`src/rtl/dps_phase_ctrl.sv`:
```
// DCM dynamic phase-shift sequencer: walks the fine phase one PSEN/PSDONE step at a time,
// then updates the quadrant select (hcycle/qcycle) once the fine phase is final.
module dps_phase_ctrl #(
  parameter int FINE_BITS      = 6,
  parameter int PSDONE_TIMEOUT = 255
) (
  input  logic                 clock,
  input  logic                 reset_n,
  input  logic [FINE_BITS+1:0] phase_req,
  input  logic                 update,
  input  logic                 dps_locked,
  input  logic                 dps_psdone,
  output logic                 dps_psen,
  output logic                 dps_psincdec,
  output logic                 hcycle,
  output logic                 qcycle,
  output logic [FINE_BITS-1:0] fine_now,
  output logic                 busy,
  output logic                 error
);

  typedef enum logic [2:0] {
    IDLE      = 3'd0,
    WAIT_LOCK = 3'd1,
    COMPARE   = 3'd2,
    STEP      = 3'd3,
    WAIT_DONE = 3'd4,
    QUAD      = 3'd5,
    ERROR     = 3'd6
  } state_t;

  localparam logic [FINE_BITS-1:0] FINE_ONE    = FINE_BITS'(1);
  localparam logic [8:0]           TIMEOUT_LIM = 9'(PSDONE_TIMEOUT);

  state_t               state_r, state_s;
  logic [1:0]           target_q_r, target_q_s;
  logic [FINE_BITS-1:0] target_f_r, target_f_s;
  logic [FINE_BITS-1:0] fine_s;
  logic [7:0]           cnt_r, cnt_s;
  logic                 psen_s, incdec_s, hcycle_s, qcycle_s, busy_s, error_s;

  // Next-state and next-output computation; every output is registered below.
  always_comb begin
    state_s    = state_r;
    target_q_s = target_q_r;
    target_f_s = target_f_r;
    fine_s     = fine_now;
    cnt_s      = cnt_r;
    incdec_s   = dps_psincdec;
    hcycle_s   = hcycle;
    qcycle_s   = qcycle;
    error_s    = error;
    case (state_r)
      IDLE: begin
        if (update) begin
          target_q_s = phase_req[FINE_BITS+1:FINE_BITS];
          target_f_s = phase_req[FINE_BITS-1:0];
          state_s    = WAIT_LOCK;
        end else begin
          state_s = IDLE;
        end
      end
      WAIT_LOCK: begin
        if (dps_locked) begin
          state_s = COMPARE;
        end else begin
          state_s = WAIT_LOCK;
        end
      end
      COMPARE: begin
        if (fine_now == target_f_r) begin
          state_s = QUAD;
        end else begin
          incdec_s = (target_f_r > fine_now);
          state_s  = STEP;
        end
      end
      STEP: begin
        cnt_s   = 8'd0;
        state_s = WAIT_DONE;
      end
      WAIT_DONE: begin
        // Lock loss resets the DCM phase to 0, so the tracked position follows.
        if (!dps_locked) begin
          fine_s  = {FINE_BITS{1'b0}};
          error_s = 1'b1;
          state_s = ERROR;
        end else if (dps_psdone) begin
          if (dps_psincdec) begin
            fine_s = fine_now + FINE_ONE;
          end else begin
            fine_s = fine_now - FINE_ONE;
          end
          state_s = COMPARE;
        end else if (({1'b0, cnt_r} + 9'd1) == TIMEOUT_LIM) begin
          error_s = 1'b1;
          state_s = ERROR;
        end else begin
          cnt_s = cnt_r + 8'd1;
        end
      end
      QUAD: begin
        hcycle_s = target_q_r[1];
        qcycle_s = target_q_r[0];
        state_s  = IDLE;
      end
      ERROR: begin
        if (update) begin
          error_s    = 1'b0;
          target_q_s = phase_req[FINE_BITS+1:FINE_BITS];
          target_f_s = phase_req[FINE_BITS-1:0];
          state_s    = WAIT_LOCK;
        end else begin
          state_s = ERROR;
        end
      end
      default: begin
        state_s = IDLE;
      end
    endcase
    psen_s = (state_s == STEP);
    busy_s = (state_s != IDLE) && (state_s != ERROR);
  end

  // State, target, counter and output registers.
  always_ff @(posedge clock or negedge reset_n) begin
    if (!reset_n) begin
      state_r      <= IDLE;
      target_q_r   <= 2'b00;
      target_f_r   <= {FINE_BITS{1'b0}};
      cnt_r        <= 8'd0;
      fine_now     <= {FINE_BITS{1'b0}};
      dps_psen     <= 1'b0;
      dps_psincdec <= 1'b0;
      hcycle       <= 1'b0;
      qcycle       <= 1'b0;
      busy         <= 1'b0;
      error        <= 1'b0;
    end else begin
      state_r      <= state_s;
      target_q_r   <= target_q_s;
      target_f_r   <= target_f_s;
      cnt_r        <= cnt_s;
      fine_now     <= fine_s;
      dps_psen     <= psen_s;
      dps_psincdec <= incdec_s;
      hcycle       <= hcycle_s;
      qcycle       <= qcycle_s;
      busy         <= busy_s;
      error        <= error_s;
    end
  end

endmodule

```
`config.mk`:
```
export PLATFORM = sky130hd
export DESIGN_NAME = dps_phase_ctrl
export DESIGN_NICKNAME = d
export VERILOG_FILES = /design/src/rtl/dps_phase_ctrl.sv
export SDC_FILE = /design/constraint.sdc
export NUM_CORES = 1
export LEC_CHECK = 0
export CAP_MARGIN = 20
export CORE_MARGIN = 10
export CORE_UTILIZATION = 51
export CTS_BUF_LIST = sky130_fd_sc_hd__clkbuf_4 sky130_fd_sc_hd__clkbuf_8
export DETAILED_ROUTE_END_ITERATION = 7
export PLACE_DENSITY = 0.74
export SLEW_MARGIN = 0
export SYNTH_ARGS = -nofsm -noshare
export SYNTH_HDL_FRONTEND = slang
export SYNTH_SLANG_ARGS = --single-unit
```
`constraint.sdc`:
```
create_clock -name clock -period 1.85 [get_ports clock]
set_input_delay 0.555 -clock clock [delete_from_list [all_inputs] [get_ports clock]]
set_output_delay 0.555 -clock clock [all_outputs]
set_load 0.02 [all_outputs]
```
==> reports/metrics.cfg <==
[outcome]
status = finished, violations left
failed_checks = setup timing

[sta]
period_needed_ns = 1.90
setup_violations = 7
rsz0062_at_grt = yes
tightestPinTransition_ns = 0.397
hold_violations = 0
slew_violations = 0
slew_headroom_pct = 73.6
tns_ns = -0.257
max_freq_mhz = 526
setup_slack_ns = -0.0510
period_share_pct = 103
finClkSkew_ns = 0.00898
holdWs_ns = 0.511

[logic_synthesis]
synth_cell_type_count = 51
synth_edf_count = 0
netlist.area_leader.share_pct = 41.2
synth_area_leader_cell = dfrtp_1
synth_area_leaders = dfrtp_1, ha_1, mux2_2
ys_warn_count = 0
synth_nets = 213
syn_area_per_cell_um2 = 10.1
synthArstFlopShare_pct = 100
syn_area_um2 = 1880
ys.flop_type = dfrtp_1
ys_ff_latch = 31
seq_area_frac_synth_pct = 41.2
synth_cells = 187

[routing]
antenna_left = 0
vias_per_cell = 5.53
via_count = 1610
drcViolationCount = 0
drt_wl_total_mm = 4.52
firstDrtPassIters = 4
drt_iter0_drc = 117
routedWlPerCell_um = 15.5

[clocking]
cts_root_buf = clkbuf_8
htreeDepth = 2
cts_buffers = 5
cts_tree = yes
clockBufferDepth = 2
clock_sinks = 31
worstSkewPairLatency_ns = 0.28
cts_hold_buf = 0
clkTransAtPathRegs_ns = 0.07
cts_setup_buffers = 0

[finish]
fill_cells = 271
regArea_um2 = 777
fin_area_um2 = 2510
instances_no_fill = 291
final_nets = 268
layout-drive-gt1-share_pct = 26.3
diodes = 0
area_growth_pct = 33.5
multiInputGateArea_um2 = 1050

[setup_path]
critical_path_buf_inv_count = 1
slowest_stage = dfrtp_1
cp.depth = 7
path_cells = ha_4 -> nand3_2 -> or3_4 -> a211oi_4 -> buf_4 -> o21ai_4 -> mux2_4
crit_type = reg -> reg
slowest_delay_ns = 0.41
worstSetupEndpointType = flip-flop
r2r_cells = 7
startpoint_type = flip-flop
cp_max_fo = 3
r2r-start = cnt_r[0]$_DFFE_PN0P_
crit_start = cnt_r[0]$_DFFE_PN0P_
critPathTopFamily = simple AND/OR/NAND/NOR gates
critical_path_arrival_ns = 2.07
required_ns = 2.02

[place]
post-place-ws_ns = -0.296
gp_congestion = 0.862
dp_hpwl_mm = 3.50
port-buffer-count = 24
place_area_um2 = 2390
post-place-cells = 283

[floorplanning]
die_area_um2 = 6520
die_h_um = 80.7
start_util_pct = 52.2
die_width_um = 80.7
rows = 22
ios = 25
coreArea_um2 = 3610

[run]
cap_violations = 0

[power]
seqPwrFrac_pct = 29.4
power.leakage_uw = 0.00111
p_sw_share_pct = 40.9
clockPowerShare_pct = 14.2
peakVddDrop_uv = 873
powerDensity_nw_per_um2 = 1510
share_comb_of_total_power_pct = 56.4
p_switching_uw = 1550
internal-power_uw = 2240

[grt]
grt_max_degree = 32
grt_overflow = 0
antenna_found_initial = 0
grt_pass1_vias = 1581
grt_usage_pct = 14.4
grt_pass1_wl_mm = 7.45

[min_path]
hold_start = target_q_r[1]$_DFFE_PN0P_
min_path_cells = 1
hp-class = reg -> reg

[cells by family after synthesis]
kind of cell             after synthesis  share of synthesized area [%]
multiplexers                          13                           8.05
XOR/XNOR                               5                           2.33
adder cells (fa/ha/maj)               14                           9.57
flip-flops                            31                           41.2
AO/OA/AOI/OAI                         46                           17.8
buffers and inverters                 24                           4.92
AND/OR/NAND/NOR                       54                           16.1
[final timing paths]
check                                           endpoint  slack, ns
worst max register to register      cnt_r[1]$_DFFE_PN0P_      -0.05
worst max-delay path                cnt_r[1]$_DFFE_PN0P_      -0.05
min in group asynchronous        fine_now[2]$_DFFE_PN0P_       0.67
worst min-delay path                  hcycle$_DFFE_PN0N_       0.51
worst min register to register        hcycle$_DFFE_PN0N_       0.51
max in group asynchronous       dps_psincdec$_DFFE_PN0P_       0.87
[through the flow]
step	utilization (%)	total power, uW
after floorplan	-	2430
after global placement	66.2	3120
after detailed placement	66.2	3230
after CTS	69.0	3770
after global routing	69.7	4090
final	69.7	3790
[cell type report]
| type | instances | area share, % |
|---|---|---|
| multi-input cells | 132 | 42.0 |
| flip-flops and latches | 31 | 30.9 |
| repair buffers | 54 | 18.5 |
| clock buffers | 6 | 3.04 |
| inverters | 18 | 2.69 |
| well taps | 48 | 2.39 |
| clock inverters | 2 | 0.498 |
[registers in the layout (all words and copies together), names as in the netlist]
signal	cells
error	1
cnt_r	8
target_f_r	6
fine_now	6
busy	1
dps_psincdec	1
qcycle	1
target_q_r	2
dps_psen	1
hcycle	1
state_r	3
[timing repair]
item	in CTS	in global routing
gates cloned	0	0
resized for setup	14	7
endpoints found under the setup margin	16	14
pin swaps	5	0
[worst register-to-register path, cell delays in order (launching register included)]
cell      delay [ns]
dfrtp_1         0.41
ha_4            0.18
nand3_2         0.08
or3_4           0.37
a211oi_4        0.25
buf_4           0.16
o21ai_4         0.06
mux2_4          0.30
[Yosys cell counts (2+ instances only)]
library cell / number
o22ai_1: 6
clkbuf_1: 4
ha_1: 12
nand2_1: 12
nor3_1: 3
xnor2_1: 2
a211o_1: 3
mux2i_1: 2
a22o_1: 2
mux2_4: 2
a21o_1: 2
buf_2: 2
inv_1: 17
xor2_1: 3
dfrtp_1: 31
mux2_2: 9
o21ai_1: 3
a311oi_1: 2
nor2b_1: 3
nand2b_1: 6
nor2_1: 9
nand3b_1: 2
nand3_1: 10
a21oi_1: 6
o21ai_0: 8
[power groups by stage]
stage          Combinational [uW]  Sequential, uW  Clock, uW
2_1_floorplan                1200            1230          0
3_3_place_gp                 2020            1100          0
3_5_place_dp                 2110            1120          0
4_1_cts                      2110            1110        553
5_1_grt                      2350            1140        593
6_report                     2140            1120        538
[layer usage]
metal | vias to the layer above | global-route usage (%) | part of all wire (%)
li1 | 782 | - | -
met1 | 767 | 17.9 | 44
met2 | 54 | 22.8 | 47
met3 | 7 | 4.19 | 7.5
met4 | 0 | 6.57 | 1.8
met5 | - | 0 | 0
[cells in the final DEF, fill, tap and decap left out, drive strengths merged, types with 2 or more instances in the layout]
cell	Yosys	final
or3	2	2
dlymetal6s2s	0	2
inv	18	18
nor2b	3	3
clkbuf	4	6
a211o	3	3
nand3b	2	2
buf	2	30
a211oi	2	2
nand3	11	11
mux2	11	11
a21o	2	2
xor2	3	3
o22ai	6	6
a21oi	6	6
nand2	12	12
dlygate4sd2	0	8
a311oi	2	2
xnor2	2	2
o21ai	12	12
nor3	3	3
clkdlybuf4s50	0	14
ha	12	12
dfrtp	31	31
a22o	2	2
mux2i	2	2
nor2	9	9
nand2b	6	6
No activity file was read; power rests on OpenSTA's default activity.
